`config.mk`:
```
export PLATFORM = sky130hd
export DESIGN_NAME = csv_sfifo_fwft
export DESIGN_NICKNAME = d
export VERILOG_FILES = /design/src/rtl/csv_fifo_pkg.sv /design/src/rtl/csv_sfifo_dpram.sv /design/src/rtl/csv_sfifo_fwft.sv
export SDC_FILE = /design/constraint.sdc
export NUM_CORES = 1
export LEC_CHECK = 0
export ABC_CLOCK_PERIOD_IN_PS = 2800
export CAP_MARGIN = 30
export CORE_ASPECT_RATIO = 0.7
export CORE_MARGIN = 1
export CORE_UTILIZATION = 53
export CTS_CLUSTER_SIZE = 8
export DETAILED_ROUTE_END_ITERATION = 16
export GPL_TIMING_DRIVEN = 0
export PLACE_DENSITY = 0.82
export SLEW_MARGIN = 5
export SYNTH_ARGS = -nofsm -noshare
export SYNTH_HDL_FRONTEND = slang
export SYNTH_SLANG_ARGS = --single-unit
```
`constraint.sdc`:
```
create_clock -name clk -period 2.8 [get_ports clk]
set_input_delay 0.28 -clock clk [delete_from_list [all_inputs] [get_ports clk]]
set_output_delay 0.28 -clock clk [all_outputs]
set_load 0.005 [all_outputs]
```
`src/rtl/csv_fifo_pkg.sv`:
```
// Shared constants and helpers for the csv synchronous FIFO family.
package csv_fifo_pkg;

  // Read-mode selectors for the FWFT parameter.
  localparam int unsigned MODE_STD  = 0;
  localparam int unsigned MODE_FWFT = 1;

  // The occupancy counter needs one bit more than the RAM address to represent DEPTH.
  function automatic int unsigned cnt_width(input int unsigned addr_width);
    return addr_width + 1;
  endfunction

endpackage

```
`src/rtl/csv_sfifo_dpram.sv`:
```
// Simple dual-port RAM: one write port, one registered read port, no reset on storage.
module csv_sfifo_dpram #(
  parameter int unsigned WIDTH      = 8,
  parameter int unsigned DEPTH      = 16,
  parameter int unsigned ADDR_WIDTH = $clog2(DEPTH)
) (
  input  logic                  clk,
  input  logic                  we,
  input  logic [ADDR_WIDTH-1:0] waddr,
  input  logic [WIDTH-1:0]      wdata,
  input  logic                  re,
  input  logic [ADDR_WIDTH-1:0] raddr,
  output logic [WIDTH-1:0]      rdata
);

  logic [WIDTH-1:0] mem [DEPTH];

  // Write port.
  always_ff @(posedge clk) begin
    if (we) begin
      mem[waddr] <= wdata;
    end
  end

  // Registered read port; holds its value when not enabled.
  always_ff @(posedge clk) begin
    if (re) begin
      rdata <= mem[raddr];
    end
  end

endmodule

```
`src/rtl/csv_sfifo_fwft.sv`:
```
// Synchronous FIFO with standard or first-word-fall-through read, thresholds,
// live count, sticky error flags and synchronous flush.
module csv_sfifo_fwft
  import csv_fifo_pkg::*;
#(
  parameter int unsigned WIDTH      = 8,
  parameter int unsigned DEPTH      = 16,
  parameter int unsigned ADDR_WIDTH = $clog2(DEPTH),
  parameter int unsigned FWFT       = MODE_STD,
  parameter int unsigned AFULL_TH   = DEPTH - 2,
  parameter int unsigned AEMPTY_TH  = 2
) (
  input  logic                  clk,
  input  logic                  reset,
  input  logic                  i_flush,
  input  logic                  i_clr_err,
  input  logic [WIDTH-1:0]      wdata,
  input  logic                  i_wreq,
  output logic                  o_wready,
  output logic [WIDTH-1:0]      rdata,
  input  logic                  i_rreq,
  output logic                  o_rvalid,
  output logic                  fifo_isfull,
  output logic                  fifo_isempty,
  output logic                  o_almost_full,
  output logic                  o_almost_empty,
  output logic [ADDR_WIDTH:0]   o_dcount,
  output logic                  o_overflow,
  output logic                  o_underflow
);

  localparam int unsigned            CntW     = cnt_width(ADDR_WIDTH);
  localparam logic [ADDR_WIDTH-1:0]  LastAddr = ADDR_WIDTH'(DEPTH - 1);
  localparam logic [CntW-1:0]        DepthCnt = CntW'(DEPTH);

  logic [ADDR_WIDTH-1:0] wr_ptr_q, wr_ptr_d, rd_ptr_q, rd_ptr_d;
  logic [CntW-1:0]       count_q, count_d, ram_words;
  logic                  rvalid_q, rvalid_d;
  logic                  seen_q, seen_d;
  logic                  ovf_q, ovf_d, udf_q, udf_d;
  logic                  wen, pop, pop_ok, ram_re;
  logic [WIDTH-1:0]      ram_rdata;

  // Status flags decoded from the registered count only.
  always_comb begin
    fifo_isfull    = (count_q == DepthCnt);
    fifo_isempty   = (count_q == '0);
    o_almost_full  = (count_q >= CntW'(AFULL_TH));
    o_almost_empty = (count_q <= CntW'(AEMPTY_TH));
    o_wready       = ~fifo_isfull;
    o_dcount       = count_q;
    o_rvalid       = rvalid_q;
    o_overflow     = ovf_q;
    o_underflow    = udf_q;
    // The RAM read register is the output register; mask it until first loaded so
    // rdata reads zero out of reset.
    rdata          = seen_q ? ram_rdata : '0;
  end

  // Next-state: accept/pop decode, prefetch, pointers, count and sticky flags.
  always_comb begin
    pop_ok    = (FWFT == MODE_FWFT) ? rvalid_q : ~fifo_isempty;
    wen       = i_wreq & o_wready & ~i_flush;
    pop       = i_rreq & pop_ok & ~i_flush;
    // Words still sitting in RAM, excluding the one already presented in FWFT mode.
    ram_words = count_q - CntW'(rvalid_q);
    if (FWFT == MODE_FWFT) begin
      ram_re = (ram_words != '0) & (~rvalid_q | pop) & ~i_flush;
    end else begin
      ram_re = pop;
    end

    wr_ptr_d = wr_ptr_q;
    rd_ptr_d = rd_ptr_q;
    count_d  = count_q;
    rvalid_d = rvalid_q;
    seen_d   = seen_q | ram_re;

    if (i_flush) begin
      wr_ptr_d = '0;
      rd_ptr_d = '0;
      count_d  = '0;
      rvalid_d = 1'b0;
    end else begin
      if (wen) begin
        wr_ptr_d = (wr_ptr_q == LastAddr) ? '0 : wr_ptr_q + 1'b1;
      end
      if (ram_re) begin
        rd_ptr_d = (rd_ptr_q == LastAddr) ? '0 : rd_ptr_q + 1'b1;
      end
      unique case ({wen, pop})
        2'b10:   count_d = count_q + CntW'(1);
        2'b01:   count_d = count_q - CntW'(1);
        default: count_d = count_q;
      endcase
      if (FWFT == MODE_FWFT) begin
        rvalid_d = ram_re | (rvalid_q & ~pop);
      end else begin
        rvalid_d = ram_re;
      end
    end

    // Setting wins over a same-cycle clear.
    ovf_d = (ovf_q & ~i_clr_err) | (i_wreq & fifo_isfull);
    udf_d = (udf_q & ~i_clr_err) | (i_rreq & ~pop_ok);
  end

  // Control state registers.
  always_ff @(posedge clk or posedge reset) begin
    if (reset) begin
      wr_ptr_q <= '0;
      rd_ptr_q <= '0;
      count_q  <= '0;
      rvalid_q <= 1'b0;
      seen_q   <= 1'b0;
      ovf_q    <= 1'b0;
      udf_q    <= 1'b0;
    end else begin
      wr_ptr_q <= wr_ptr_d;
      rd_ptr_q <= rd_ptr_d;
      count_q  <= count_d;
      rvalid_q <= rvalid_d;
      seen_q   <= seen_d;
      ovf_q    <= ovf_d;
      udf_q    <= udf_d;
    end
  end

  csv_sfifo_dpram #(
    .WIDTH      (WIDTH),
    .DEPTH      (DEPTH),
    .ADDR_WIDTH (ADDR_WIDTH)
  ) u_ram (
    .clk   (clk),
    .we    (wen),
    .waddr (wr_ptr_q),
    .wdata (wdata),
    .re    (ram_re),
    .raddr (rd_ptr_q),
    .rdata (ram_rdata)
  );

endmodule

```
## Word-level counts from Yosys, hierarchy flattened

Memory sizes are Yosys's and may differ from the RTL's. A register that Yosys moved wholly into a read port is not among the register bits.
Index checks and enable logic that the tools add are counted.

| word-level totals | value |
|---|---|
| output and inout port bits | 21 |
| memories kept | 1 |
| RAM bits | 128 |
| bits in latches | 0 |
| logic and storage cells | 50 |
| bits in read-only memories | 0 |
| bits in registers | 17 |
| input bits | 14 |

| cells by class | value |
|---|---|
| multipliers | 0 |
| divide/modulo/power cells | 0 |
| shifts and indexed selects | 0 |
| equal/unequal tests | 5 |
| add/subtract/negate cells | 4 |
| reductions and logical operators | 4 |
| muxes and demuxes | 12 |
| order comparisons | 2 |
| bitwise logic cells | 15 |

Memory list:

| memory | words | bits a word | read ports | clocked after memory_dff | wr ports | line | RTL |
|---|---|---|---|---|---|---|---|
| u_ram.mem | 16 | 8 | 1 | 1 | 1 | csv_sfifo_dpram.sv:16 | `logic [WIDTH-1:0] mem [DEPTH];` |

Operators by type and width:

| kind | number |
|---|---|
| 2-to-1 mux 4 bit | 6 |
| one-hot mux 5 bit (2 select lines) | 1 |
| adder 4 x 1 -> 4 bit (second input constant) | 2 |
| AND 1 bit | 8 |
| equality test 4 bit (second input constant) | 2 |
| 2-to-1 mux 8 bit | 1 |
| adder 5 x 1 -> 5 bit (second input constant) | 1 |
| equality test 5 bit (second input constant) | 1 |
| >= comparator 5 x 4 -> 1 bit (second input constant) | 1 |
| less-or-equal comparator 5 x 2 -> 1 bit (second input constant) | 1 |
| zero test 5 bit | 1 |
| 2-to-1 mux 5 bit | 1 |
| subtractor 5 x 1 -> 5 bit (second input constant) | 1 |
| NOT 1 bit | 4 |
| nonzero test 2 bit | 2 |
| 2-to-1 mux 1 bit | 3 |
| bitwise OR 1 bit | 3 |
| nonzero test 3 bit | 1 |
| equality test 2 x 1 -> 1 bit (second input constant) | 1 |
| equality test 2 bit (second input constant) | 1 |

## Logic depth before layout (Yosys ltp)

| logic depth | value |
|---|---|
| word-level depth | 7 |
| mapped depth | 11 |
| depth with buffers taken out | 9 |

## By module

A second synthesis with hierarchy kept.

| unflattened totals | value |
|---|---|
| cells, all modules | 355 |
| area, all modules | 6354.8 µm² |

By module, submodules not included:

| module | cells an instance | times used | seq. area each (µm²) | area each (µm²) |
|---|---|---|---|---|
| csv_sfifo_dpram | 229 | 1 | 4083.9 | 5227.5 |
| csv_sfifo_fwft | 126 | 1 | 425.4 | 1127.3 |

## Least setup slack after synthesis

No wires, ideal clock.

| timing | value |
|---|---|
| path type | flip-flop to flip-flop |
| from | register count_q[3], in the netlist o_dcount[3] |
| to | register count_q[4], in the netlist o_dcount[4] |
| cell stages (with the launch flop) | 11 |
| required time | 2.663 ns |
| setup slack | 0.176 ns |
| period minus slack after synthesis | 2.624 ns |
| setup time | 0.137 ns |
| arrival time | 2.487 ns |
| path through | dfrtp_1 or4_1 buf_2 mux2i_4 inv_1 ha_1 inv_1 o41ai_1 o2bb2ai_2 mux2i_1 o22ai_1 |

| on the way | value |
|---|---|
| word-level cells in the longest chain between the ends | 7 |

RTL lines:

| what | line | RTL |
|---|---|---|
| from (decl) | csv_sfifo_fwft.sv:37 | `logic [CntW-1:0] count_q, count_d, ram_words;` |
| from (signal assigned) | csv_sfifo_fwft.sv:121 | `count_q <= count_d;` |
| equality test 5 bit or zero test 5 bit (tied branches) | csv_sfifo_fwft.sv:46, csv_sfifo_fwft.sv:47 |  |
| NOT 1 bit (on tied branches) | csv_sfifo_fwft.sv:50, csv_sfifo_fwft.sv:62 |  |
| AND 1 bit (on tied branches) (2 in series) | csv_sfifo_fwft.sv:63, csv_sfifo_fwft.sv:64 |  |
| equality test 2 x 1 -> 1 bit or equality test 2 bit (tied branches) | csv_sfifo_fwft.sv:91 | `unique case ({wen, pop})` |
| one-hot mux 5 bit (2 select lines) | csv_sfifo_fwft.sv:91 |  |
| 2-to-1 mux 5 bit | csv_sfifo_fwft.sv:79 | `if (i_flush) begin` |

Parallel ways exist; a longest one is shown, timed or not.
A chain may end at the register's enable or synchronous reset.

## Final worst setup path

| timing | value |
|---|---|
| from | register count_q[1], in the netlist o_dcount[1] |
| to | memory u_ram.mem[4][7], enable pin |

| on the way | value |
|---|---|
| word-level cells in the longest chain between the ends | 6 |

RTL lines:

| what | line | RTL |
|---|---|---|
| equality test 5 bit | csv_sfifo_fwft.sv:46 | `fifo_isfull = (count_q == DepthCnt);` |
| NOT 1 bit | csv_sfifo_fwft.sv:50 | `o_wready = ~fifo_isfull;` |
| AND 1 bit (2 in series) | csv_sfifo_fwft.sv:63 | `wen = i_wreq & o_wready & ~i_flush;` |
| 2-to-1 mux 1 bit | csv_sfifo_dpram.sv:20 | `if (we) begin` |
| 2-to-1 mux 1 bit (implied by the code) | csv_sfifo_dpram.sv:21 | `mem[waddr] <= wdata;` |
| to (decl) | csv_sfifo_dpram.sv:16 |  |

Every way passes these cells.

==> qor.yml <==
worst_slew_pin_slew_ns: 0.900
async_flop_share_pct: 11.1
period_minus_slack_ns: 2.74
rr_endpoint: "u_ram.mem[4][7]$_DFFE_PP_"
wl_um: 13600
crit_required_ns: 2.84
arrival_ns: 2.78
timing.fmax_mhz: 364
hold_class: "input pin to async pin"
antenna_cells: 0
n_fill_cell: 776
gr-usage-met3_pct: 5.96
postSynthCellCount: 353
timing_worst_setup_path_type: "register to register"
ant_nets: 0
use_met1_pct: 34.8
synth.top_cell.area_share_pct: 64.4
first_global_vias: 3360
dp.cells: 547
dieArea_um2: 12400
layout_common_cells: "edfxtp_1 (136), mux4_2 (40), clkdlybuf4s50_1 (33)"
gp_congestion: 0.848
ff2ff_setup_slack_ns: 0.06
core_um2: 11700
slew_headroom_pct: 40.0
synth_area_um2: 6340
reg2reg_from: "o_dcount[1]$_DFFE_PP0P_"
area.growth.synth_to_final_pct: 19.7
yosys_warnings: 0
synth_top_area_cell: "edfxtp_1"
slew_viol_final: 0
seqPwrFrac_pct: 40.2
pwr-share-comb_pct: 24.8
fin_hold_ws_ns: 0.267
r2r_cells: 7
design_area_um2: 7590
final_common_cell: "edfxtp_1"
cts_hold_buf: 0
cts.clk_slew.worst_paths_ns: 0.06
p_total_mw: 6.72
synth_nets: 374
rsz0062_at_grt: "true"
ys.flop_type: "edfxtp_1"
p_int_mw: 4.89
drc: 0
cts-root-buf: "clkbuf_16"
grt_max_degree: 18
multiInputGateArea_um2: 1760
cp_max_fo: 10
vias: 3528
drt_iter0_markers: 402
clock_power_share_pct: 35.0
viasPerCell: 6.05
ys_seq_area_share_pct: 71.1
fp.dieH_um: 93.5
seq_area_um2: 4510
ir_drop_mv: 0.493
fin_cells: 583
met2_usage_pct: 36.0
grt_overflow: 0
dp_slack_ns: -0.136
place_hpwl_um: 8670
fin_util_pct: 65.0
leakage_nw: 2.54
cts_tree: "yes"
synth.ff_latch_count: 153
start_util_pct: 54.3
top_usage_layer: "met2"
antenna_found_initial: 0
port_buffers: 33
tns_ns: 0
clock_latency_ns: 0.42
hold_violations: 0
switching_power_mw: 1.83
powerDensity_nw_per_um2: 885
die_w_um: 133
synth_area_leaders: "edfxtp_1 (64%), mux4_2 (14%), dfrtp_1 (6.7%)"
sw_frac_of_total_pct: 27.2
rows: 33
worst_slack_ns: 0.0555
fin_skew_ns: 0.00711
drv_cap: 0
crit_start: "o_dcount[1]$_DFFE_PP0P_"
timing.final.crit_share_pct: 98.0
end_kind: "register"
ios: 35
clockBufferDepth: 2
drive_gt1_share_pct: 24.6
setup_viol: 0
wl_per_cell_um: 23.4
synth_edf_count: 136
grt_pass1_wl_um: 20600
synth_area_per_cell_um2: 18.0
synthDistinctLibCells: 43
layout.nets: 434
outcome: "finished clean"
htree_num_levels: 4
dr.pass1.iters: 8
clock-sinks: 153
track_usage_pct: 24.0
cts_buffers: 17
crit_path_start_kind: "register"
placed_cell_area_um2: 6900
==> cells in the mapped netlist, drive strengths merged, types with 2 or more instances <==
cell type,n
nor2,28
mux2i,6
nand2b,5
dfrtp,17
clkbuf,12
xor2,4
a31oi,2
buf,8
a22o,2
and2,9
inv,9
mux4,40
a21o,2
nor3,7
edfxtp,136
o2bb2ai,2
ha,7
or2,2
o211ai,2
o21ai,7
nor3b,2
or3,2
nand2,16
a21oi,9
nand3,5
==> worst max-delay path by stage <==
stage / end / slack [ns] / cells after the start
floorplan: o_dcount[4]$_DFFE_PP0P_ / 0.18 / 10
global placement: u_ram.mem[0][1]$_DFFE_PP_ / -0.26 / 7
detailed placement: o_dcount[4]$_DFFE_PP0P_ / -0.14 / 10
CTS: o_dcount[4]$_DFFE_PP0P_ / 0.05 / 11
global route: u_ram.mem[4][6]$_DFFE_PP_ / -0.08 / 7
finish: u_ram.mem[4][7]$_DFFE_PP_ / 0.06 / 7
==> layer usage <==
layer,vias up,wire length [um]
met1,1825,5930
met2,172,6390
met4,0,141
met5,-,0
met3,12,1180
li1,1519,-
==> worst max-delay path, cell delays in order (launching register included) <==
cell     delay, ns
dfrtp_1       0.35
buf_2         0.23
nor4_2        0.12
nand2_1       0.12
inv_1         0.08
nor3_1        0.42
nand2_1       0.30
nor2_1        0.74
==> kinds of logic (layout without fill, tap and decap cells) <==
logic type,after synthesis,after routing,share of synthesized area (%)
adders and majority gates,7,7,1.38
DFF,153,153,71.1
AOI/OAI and AO/OA,34,34,3.67
and+or+nand+nor,79,79,6.01
xor gates and xnor gates,5,5,0.690
buffers and inverters,29,102,1.83
muxes,46,46,15.3
==> registers in the layout, indices dropped and copies added (netlist names) <==
| register | flops |
|---|---|
| u_ram.mem | 128 |
| o_overflow | 1 |
| wr_ptr_q | 4 |
| o_underflow | 1 |
| o_rvalid | 1 |
| u_ram.rdata | 8 |
| o_dcount | 5 |
| rd_ptr_q | 4 |
| seen_q | 1 |
==> layout make-up <==
type,instances,share of cell area (%)
sequential,153,59.4
clock buffer,18,5.78
clock inverter,14,2.27
timing repair buffer,42,5.21
buffer,19,1.07
tap,157,2.59
multi-input combinational,171,23.2
inverter,9,0.445
==> what timing repair did <==
item,4_1_cts,5_1_grt
gates resized for setup,6,10
endpoints found under the setup margin,22,81
pin swaps,0,2
setup buffers,1,4
==> power groups by stage <==
stage	combinational (mW)	clock [mW]	sequential (mW)
2_1_floorplan	1.03	0	2.72
3_3_place_gp	1.56	0	2.72
3_5_place_dp	1.61	0	2.73
4_1_cts	1.61	2.37	2.71
5_1_grt	1.79	2.46	2.71
6_report	1.67	2.35	2.70
Note: power is estimated with default switching activity, not from simulation.
